==> src/rtl/vga_pkg.sv <==
// Shared VGA 640x480@60 timing constants, active-window bounds and decode helpers
// used by the raster generator and by block_controller.
package vga_pkg;

    localparam int CNT_W       = 10;
    localparam int DIV_W       = 4;

    localparam int H_TOTAL     = 800;
    localparam int H_SYNC      = 96;
    localparam int H_ACT_START = 144;
    localparam int H_ACT_END   = 783;
    localparam int V_TOTAL     = 525;
    localparam int V_SYNC      = 2;
    localparam int V_ACT_START = 35;
    localparam int V_ACT_END   = 514;

    typedef logic [CNT_W-1:0] cnt_t;

    typedef struct packed {
        logic bright;
        logic hsync;
        logic vsync;
    } vid_ctl_t;

    // Inclusive range test; both window edges belong to the visible area.
    function automatic logic in_window(input cnt_t x, input cnt_t lo, input cnt_t hi);
        return (x >= lo) && (x <= hi);
    endfunction

endpackage

==> src/rtl/clk_en_div.sv <==
// Generic modulo-N strobe counter: counts enabled clocks 0..N-1 and flags the
// enabled clock on which it wraps back to 0.
module clk_en_div
    import vga_pkg::*;
#(
    parameter int N = 4,
    parameter int W = DIV_W
) (
    input  logic clk,
    input  logic rst,
    input  logic en,
    output logic hit
);

    localparam logic [W-1:0] LAST = W'(N - 1);

    logic [W-1:0] count;

    assign hit = en && (count == LAST);

    // Modulo counter; clears on the wrapping clock, holds while disabled.
    always_ff @(posedge clk or posedge rst) begin
        if (rst) begin
            count <= '0;
        end else if (hit) begin
            count <= '0;
        end else if (en) begin
            count <= count + W'(1);
        end else begin
            count <= count;
        end
    end

endmodule

==> src/rtl/vga_timing_gen.sv <==
// VGA raster timing: pixel enable, h/v counters, bright, syncs and line/frame/game ticks.
// Optional macro VGA_SYNC_DELAY_EN delays hSync/vSync by SYNC_DLY pixels.
module vga_timing_gen
    import vga_pkg::*;
#(
    parameter int PIX_DIV     = 4,
    parameter int H_TOTAL     = vga_pkg::H_TOTAL,
    parameter int H_SYNC      = vga_pkg::H_SYNC,
    parameter int H_ACT_START = vga_pkg::H_ACT_START,
    parameter int H_ACT_END   = vga_pkg::H_ACT_END,
    parameter int V_TOTAL     = vga_pkg::V_TOTAL,
    parameter int V_SYNC      = vga_pkg::V_SYNC,
    parameter int V_ACT_START = vga_pkg::V_ACT_START,
    parameter int V_ACT_END   = vga_pkg::V_ACT_END,
    parameter int FRAME_DIV   = 1
`ifdef VGA_SYNC_DELAY_EN
    ,
    parameter int SYNC_DLY    = 1
`endif
) (
    input  logic             clk,
    input  logic             rst,
    output logic             pix_en,
    output logic [CNT_W-1:0] hCount,
    output logic [CNT_W-1:0] vCount,
    output logic             bright,
    output logic             hSync,
    output logic             vSync,
    output logic             line_tick,
    output logic             frame_tick,
    output logic             game_tick
);

    logic     pix_hit;
    logic     game_hit;
    logic     h_last;
    logic     v_last;
    logic     line_hit;
    logic     frame_hit;
    cnt_t     h_next;
    cnt_t     v_next;
    vid_ctl_t ctl_next;
    vid_ctl_t ctl;

    clk_en_div #(.N(PIX_DIV), .W(DIV_W)) u_pix_div (
        .clk (clk),
        .rst (rst),
        .en  (1'b1),
        .hit (pix_hit)
    );

    clk_en_div #(.N(FRAME_DIV), .W(DIV_W)) u_frame_div (
        .clk (clk),
        .rst (rst),
        .en  (frame_hit),
        .hit (game_hit)
    );

    // Next counter values; the control decode looks at these so it lands with the counters.
    always_comb begin
        h_last    = (hCount == cnt_t'(H_TOTAL - 1));
        v_last    = (vCount == cnt_t'(V_TOTAL - 1));
        line_hit  = pix_hit && h_last;
        frame_hit = line_hit && v_last;

        if (!pix_hit) begin
            h_next = hCount;
        end else if (h_last) begin
            h_next = '0;
        end else begin
            h_next = hCount + cnt_t'(1);
        end

        if (!line_hit) begin
            v_next = vCount;
        end else if (v_last) begin
            v_next = '0;
        end else begin
            v_next = vCount + cnt_t'(1);
        end

        ctl_next.bright = in_window(h_next, cnt_t'(H_ACT_START), cnt_t'(H_ACT_END))
                       && in_window(v_next, cnt_t'(V_ACT_START), cnt_t'(V_ACT_END));
        ctl_next.hsync  = (h_next >= cnt_t'(H_SYNC));
        ctl_next.vsync  = (v_next >= cnt_t'(V_SYNC));
    end

    // Raster state and strobes, all updated on the same edge as the counters.
    always_ff @(posedge clk or posedge rst) begin
        if (rst) begin
            hCount     <= '0;
            vCount     <= '0;
            ctl        <= '0;
            pix_en     <= 1'b0;
            line_tick  <= 1'b0;
            frame_tick <= 1'b0;
            game_tick  <= 1'b0;
        end else begin
            hCount     <= h_next;
            vCount     <= v_next;
            ctl        <= ctl_next;
            pix_en     <= pix_hit;
            line_tick  <= line_hit;
            frame_tick <= frame_hit;
            game_tick  <= game_hit;
        end
    end

    assign bright = ctl.bright;

`ifdef VGA_SYNC_DELAY_EN
    logic [SYNC_DLY-1:0] hs_pipe;
    logic [SYNC_DLY-1:0] vs_pipe;

    // Pixel-rate sync delay line so syncs line up with a registered rgb downstream.
    always_ff @(posedge clk or posedge rst) begin
        if (rst) begin
            hs_pipe <= '0;
            vs_pipe <= '0;
        end else if (pix_hit) begin
            for (int i = SYNC_DLY - 1; i > 0; i--) begin
                hs_pipe[i] <= hs_pipe[i-1];
                vs_pipe[i] <= vs_pipe[i-1];
            end
            hs_pipe[0] <= ctl.hsync;
            vs_pipe[0] <= ctl.vsync;
        end else begin
            hs_pipe <= hs_pipe;
            vs_pipe <= vs_pipe;
        end
    end

    assign hSync = hs_pipe[SYNC_DLY-1];
    assign vSync = vs_pipe[SYNC_DLY-1];
`else
    assign hSync = ctl.hsync;
    assign vSync = ctl.vsync;
`endif

endmodule
==> config.mk <==
export PLATFORM = sky130hd
export DESIGN_NAME = vga_timing_gen
export DESIGN_NICKNAME = d
export VERILOG_FILES = /design/src/rtl/vga_pkg.sv /design/src/rtl/clk_en_div.sv /design/src/rtl/vga_timing_gen.sv
export SDC_FILE = /design/constraint.sdc
export NUM_CORES = 1
export LEC_CHECK = 0
export ABC_AREA = 1
export CORE_MARGIN = 2
export CORE_UTILIZATION = 25
export DETAILED_ROUTE_END_ITERATION = 16
export GPL_ROUTABILITY_DRIVEN = 0
export SETUP_SLACK_MARGIN = 0.15
export SLEW_MARGIN = 40
export SYNTH_ARGS = -nofsm -noshare
export SYNTH_HDL_FRONTEND = slang
export SYNTH_SLANG_ARGS = --single-unit
==> constraint.sdc <==
create_clock -name clk -period 2.37 [get_ports clk]
set_clock_uncertainty 0.1 [all_clocks]
set_input_delay 0.3555 -clock clk [delete_from_list [all_inputs] [get_ports clk]]
set_output_delay 0.3555 -clock clk [all_outputs]
set_load 0.05 [all_outputs]
==> summary.txt, run 1 <==
Run status
  – Status: finished, final reports clean

Worst setup path
  – Reg2Reg Launch Point: hCount[0]
  – Critical Path RT: approximately 1900 ps
  – CP delay by family, top: buffers and inverters
  – Crit path to: vCount[5]
  – Data arrival time of the worst path: 1620 ps
  – Worst Path Max Fanout: 7
  – RR Endpoint: bright
  – Crit Path Class: reg -> out
  – CP Buf/Inv Count: 1
  – CP Depth: 1
  – CP Capture Type: output port
  – Worst path slowest cell: clkdlybuf4s50_1
  – Largest stage delay, worst path: 850 ps
  – Cells along the critical path: clkdlybuf4s50_1
  – R2R setup slack: ~380 ps
  – Critical Path Start: vCount[5]
  – R2R cell count: 13
  – Worst setup SP type: register

Die
  – Chip width: around 94 um
  – Starting density of the core: between 20% and 30%
  – Row Count: 32
  – I/O pin cnt: 29
  – Die Height: between 90 and 100 um
  – Core area: just under 0.008 mm^2
  – Die footprint: slightly below 0.009 mm^2

Yosys
  – YS warnings: 0
  – Synth area leaders: dfrtp_1, nand2_1, inv_1
  – Netlist Area Pre-Place: between 0.002 and 0.0025 mm^2
  – Largest area contributor in the netlist: dfrtp_1
  – Distinct cells, synth: 27
  – Commonest cells post-synth: nand2_1, inv_1, dfrtp_1, nor2_1, nand3_1
  – Number of synthesized flops with an enable pin: 0
  – Synth Area per Inst: around 7.7 um^2
  – Mapped Nets: 271
  – Synth top area share: 43.5%
  – Syn Inst Count: between 200 and 300
  – Seq/Total Area, Yosys: 43.5%
  – Most frequent cell after synthesis: nand2_1
  – Ys async rst share: 100%
  – Synth Register Bits: 35
  – Post-synth top flop: dfrtp_1

Finish
  – Antenna diode count: 0
  – Share of cells above drive strength 1: between 10% and 20%
  – # nets final: 306
  – Synth-to-layout area growth: 25.0%

Clock tree
  – H-tree Lvls: 2
  – Clock-pin slew on the worst setup and hold paths: 80 ps
  – Hold-fix buffers at CTS: 0
  – Worst-skew pair later-pin latency: 280 ps
  – Clock Path Buffers: 2
  – Post CTS Setup Buffer Count: 0
  – Clock root buffer: clkbuf_8
  – Num CTS Buffers: 5
  – Sink Count: 35
  – CTS tree: done

Min path
  – Hold Path Class: reg -> reg

Timing
  – Fin Setup TNS: 0 ps
  – Final setup fails: 0
  – Slew Viols, Final: 0
  – Tcrit/Tclk final: 87.5%
  – Fin crit period: 2070 ps
  – Hold Slack: 365 ps
  – Slew HR: 65.7%
  – Fin. Hold Viols: 0
  – Actual slew at the worst max-slew pin: about 500 ps
  – F_max: approximately 480 MHz
  – RSZ-0062 raised after global routing: no

Power and ir drop
  – Worst IR Drop VDD: between 0.15 and 0.2 mV
  – PwrDens: 413 mW/mm^2
  – Leak Pwr: 0.00122 uW
  – Total Power Consumption: around 1000 uW

Place
  – Port Buffers: 28
  – DP HPWL: approximately 3.5 mm

Flow run
  – Max Cap Viol: 0

Global routing
  – Final global-route overflow total: 0
  – First-pass GRT wire length: about 8 mm
  – GRT Total Usage: a little under an eighth
  – Initial antenna violation count: 0
  – Pin count of the biggest net entering global routing: 36
  – Vias in the first global route: 1683

Detailed routing
  – WL/cell: around 12 um
  – Vias per Instance: about 4.4
  – ANT nets after route: 0
  – Drt total wl: around 4.7 mm
  – DRT iter0 DRCs: roughly 130
  – Vias: roughly 1800
  – 1st-pass router iterations: 4
  – Post-route DRC: 0
==> registers in the layout, summed over array words and instances, names as in the netlist <==
signal and flops:
vCount 10, game_tick 1, bright 1, line_tick 1, pix_en 1, vSync 1
u_frame_div.count 4, frame_tick 1, hSync 1, u_pix_div.count 4, hCount 10
==> how the worst min path moves through the flow <==
stage                  startpoint                  to  cells after the start
5_1_grt        u_pix_div.count[0]  u_pix_div.count[0]                      1
3_5_place_dp   u_pix_div.count[0]  u_pix_div.count[0]                      1
6_report       u_pix_div.count[0]  u_pix_div.count[0]                      1
3_3_place_gp   u_pix_div.count[0]  u_pix_div.count[0]                      1
2_1_floorplan  u_pix_div.count[0]  u_pix_div.count[0]                      1
4_1_cts        u_pix_div.count[0]  u_pix_div.count[0]                      1
==> report_power, final <==
group | switching, uW | internal [uW]
combinational | 12.1 | 2.64
sequential | 0 | 597
clock | 223 | 206
total | 236 | 805
==> area by class of cell <==
cell class | instances | area [um^2]
clock buffer | 6 | 72.6
multi-input combinational | 186 | 983
fill | 839 | 5250
clock inverter | 2 | 12.5
inverter | 41 | 156
tap | 102 | 128
sequential | 35 | 878
timing repair buffer | 29 | 288
==> worst reg2reg max path, stage by stage, from the launching register on <==
cell,delay (ps)
dfrtp_1,420
ha_1,220
nand3_1,110
inv_1,120
nand3_2,140
nor2_4,220
nand2_1,100
nand2_2,80
nand2_1,70
nand3_1,80
nand2_1,50
nand2_1,70
nand2_1,50
nor2_1,90
==> stage by stage <==
step                util [%]  cell area [um^2]  setup slack, ps  std cells
finish                  32.4              2520              296        401
global route            32.4              2520              151        401
CTS                     32.2              2500              232        401
detailed placement      31.1              2420              249        393
global placement        31.1              2420              273        393
floorplan                  -              2010              174        263
==> cell usage in the layout (no fill, tap or decap), types with 2 or more instances in the layout <==
master / n
o21ai_0: 8
nand2_2: 6
nor2_1: 30
xnor2_1: 5
nor3_2: 2
inv_2: 2
o21bai_1: 2
nor2_2: 5
nand2_4: 2
nor2_4: 4
nand3_1: 23
dfrtp_2: 2
inv_1: 38
nand4_1: 8
dfrtp_1: 33
a21oi_1: 3
clkdlybuf4s50_1: 28
ha_1: 6
nand2_1: 73
clkbuf_8: 5
==> repair_timing <==
action                     CTS  global route
gates resized for setup      0             6
setup endpoints to repair    0             3
hold endpoints to repair     0             0
==> layer usage <==
| metal | part of all wire (%) | up-vias | GRT usage (%) |
|---|---|---|---|
| met5 | 0 | - | 0 |
| met4 | 1.2 | 0 | 3.99 |
| met3 | 3.5 | 2 | 2.81 |
| met2 | 47 | 31 | 17.6 |
| met1 | 48 | 839 | 15.6 |
| li1 | - | 895 | - |
==> kinds of logic after synthesis <==
kind of cell	synth area share (%)
flip-flops	43.5
AND/OR/NAND/NOR	37.6
AO/OA/AOI/OAI	4.35
buffers and inverters	8.20
adder cells (fa/ha/maj)	3.73
XOR/XNOR	2.61
Power figures use the tool's default switching activity.
==> run 2, diff against run 1 <==
--- a/config.mk
+++ b/config.mk
@@ -10,8 +10,9 @@
 export CORE_UTILIZATION = 25
 export DETAILED_ROUTE_END_ITERATION = 16
 export GPL_ROUTABILITY_DRIVEN = 0
-export SETUP_SLACK_MARGIN = 0.15
+export HOLD_SLACK_MARGIN = 0.05
 export SLEW_MARGIN = 40
 export SYNTH_ARGS = -nofsm -noshare
 export SYNTH_HDL_FRONTEND = slang
 export SYNTH_SLANG_ARGS = --single-unit
+export TNS_END_PERCENT = 30
==> run 2 against run 1 <==
First-iteration DRC count is 15% higher. Count of clock-buffer cells in the layout did not move. Combinational power about the same. Total power down 0.30%. Worst hold slack is essentially flat. Critical path type is now reg -> reg. Critical endpoint is now bright. Largest power group unchanged. Highest routed layer unchanged.
==> summary.txt, run 2 (synthesis gave the netlist of run 1 again) <==
Run status
  – Status: finished, final reports clean

Die
  – Row Count: 32
  – Die footprint: 0.00879 mm^2
  – I/O pin cnt: 29
  – Core area: between 0.007 and 0.008 mm^2
  – Starting density of the core: between 20% and 30%
  – Die Height: about 94 um
  – Chip width: between 90 and 100 um

Detailed routing
  – WL/cell: around 12 um
  – 1st-pass router iterations: 4
  – ANT nets after route: 0
  – Post-route DRC: 0
  – DRT iter0 DRCs: 151
  – Drt total wl: roughly 4.6 mm
  – Vias: about 1800
  – Vias per Instance: ~4.4

Clock tree
  – Num CTS Buffers: 5
  – Post CTS Setup Buffer Count: 0
  – H-tree Lvls: 2
  – Clock root buffer: clkbuf_8
  – Post-cts resize count: 0
  – Hold-fix buffers at CTS: 0
  – CTS tree: done
  – Sink Count: 35
  – Clock-pin slew on the worst setup and hold paths: 80 ps
  – Worst-skew pair later-pin latency: approximately 280 ps
  – Clock Path Buffers: 2

Finish
  – Synth-to-layout area growth: 24.3%
  – # fillers: about 840
  – Commonest cells after routing, fill and taps aside: nand2_1, inv_1, dfrtp_1
  – Sequential cell area: about 900 um^2
  – Multi-input gate area: around 970 um^2
  – Fin util: 32.2%
  – Share of cells above drive strength 1: between 10% and 20%
  – Antenna diode count: 0
  – # nets final: about 310
  – Non-filler instance count after layout: 401
  – Commonest non-fill, non-tap cell in the layout: nand2_1
  – Largest registers: hCount x10, vCount x10

Place
  – Placed Instances: 393
  – DP HPWL: approximately 3.5 mm
  – Port Buffers: 28

Worst setup path
  – Data arrival time of the worst path: about 2200 ps
  – CP Capture Type: register
  – Most used cell, CP: nand2_1
  – Critical Path RT: 2450 ps
  – Largest stage delay, worst path: ~490 ps
  – Cells along the critical path: ha_1 -> nand2_1 -> nor2_1 -> inv_1 -> nor3_1 -> nand3_1 -> nand2_1 -> nand3_1 -> nor2_2 -> nand2_1 -> nand2_1 -> nor2_1
  – Reg2Reg Launch Point: vCount[0]
  – R2R cell count: 12
  – RR Endpoint: bright
  – Worst Path Max Fanout: 8
  – Worst path slowest cell: dfrtp_1
  – Crit Path Class: reg -> reg
  – R2R setup slack: 250 ps
  – Worst setup SP type: register

Timing
  – Tcrit/Tclk final: 89.3%
  – Actual slew at the worst max-slew pin: between 500 and 600 ps
  – Hold Slack: roughly 370 ps
  – Fin. Hold Viols: 0
  – F_max: between 400 and 500 MHz
  – RSZ-0062 raised after global routing: no
  – Fin Setup TNS: 0 ps
  – Slew Viols, Final: 0
  – Fin crit period: approximately 2100 ps
  – Slew HR: about two thirds
  – Final setup fails: 0

Flow run
  – Max Cap Viol: 0

Global routing
  – Pin count of the biggest net entering global routing: 36
  – GRT Total Usage: between 10% and 20%
  – First-pass GRT wire length: approximately 8.0 mm
  – Initial antenna violation count: 0
  – Final global-route overflow total: 0
  – Vias in the first global route: 1683

Power and ir drop
  – Total Power Consumption: ~1000 uW
  – Clock network fraction of design power: around two fifths
  – Worst IR Drop VDD: 0.191 mV
  – Gate power share: roughly 1.4%
  – Register share of total power: a little under three fifths
  – PwrDens: 414 mW/mm^2
  – Switching share of power: 22.4%
  – Psw: 233 uW
  – Internal power: 805 uW
  – Leak Pwr: ~0.0012 uW

Min path
  – Hold Path Class: in -> async
run 2: final cells by class:
class,count,share of cell area (%)
Timing Repair Buffer,29,11.5
Sequential cell,35,35.0
Clock buffer,6,2.90
Clock inverter,2,0.500
Tap cell,102,5.10
Multi-Input combinational cell,186,38.9
Inverter,41,6.15
run 2: worst max-delay path, delay by kind of cell, from the launching register on:
kind / cells / cell delay [ps]
AND/OR/NAND/NOR: 10 / 1100
flip-flops: 1 / 490
buffers and inverters: 1 / 80
adder cells (fa/ha/maj): 1 / 230
run 2: how the worst max path moves through the flow:
| stage | start | end | cells past startpoint |
|---|---|---|---|
| finish | vCount[0] | bright | 12 |
| global route | vCount[0] | bright | 12 |
| floorplan | vCount[0] | bright | 12 |
| global placement | vCount[0] | bright | 12 |
| CTS | vCount[0] | bright | 12 |
| detailed placement | vCount[0] | bright | 12 |
run 2: power by group through the flow:
| stage | logic [uW] | clock network (uW) | registers [uW] |
|---|---|---|---|
| after floorplan | 8.80 | 0 | 608 |
| after global placement | 16.0 | 0 | 608 |
| after detailed placement | 15.9 | 0 | 608 |
| after CTS | 15.8 | 445 | 597 |
| after global routing | 17.6 | 471 | 597 |
| final | 14.7 | 426 | 597 |
run 2: per-layer routing:
layer | routed length (um) | global-route usage (%)
met5 | 0 | 0
met4 | 54 | 3.99
met1 | 2220 | 15.6
met2 | 2180 | 17.6
met3 | 169 | 2.81
run 2: stage by stage:
stage	instance area, um^2	worst slack, ps
2_1_floorplan	2010	174
3_3_place_gp	2420	273
3_5_place_dp	2420	249
4_1_cts	2500	232
5_1_grt	2500	21.8
6_report	2500	253
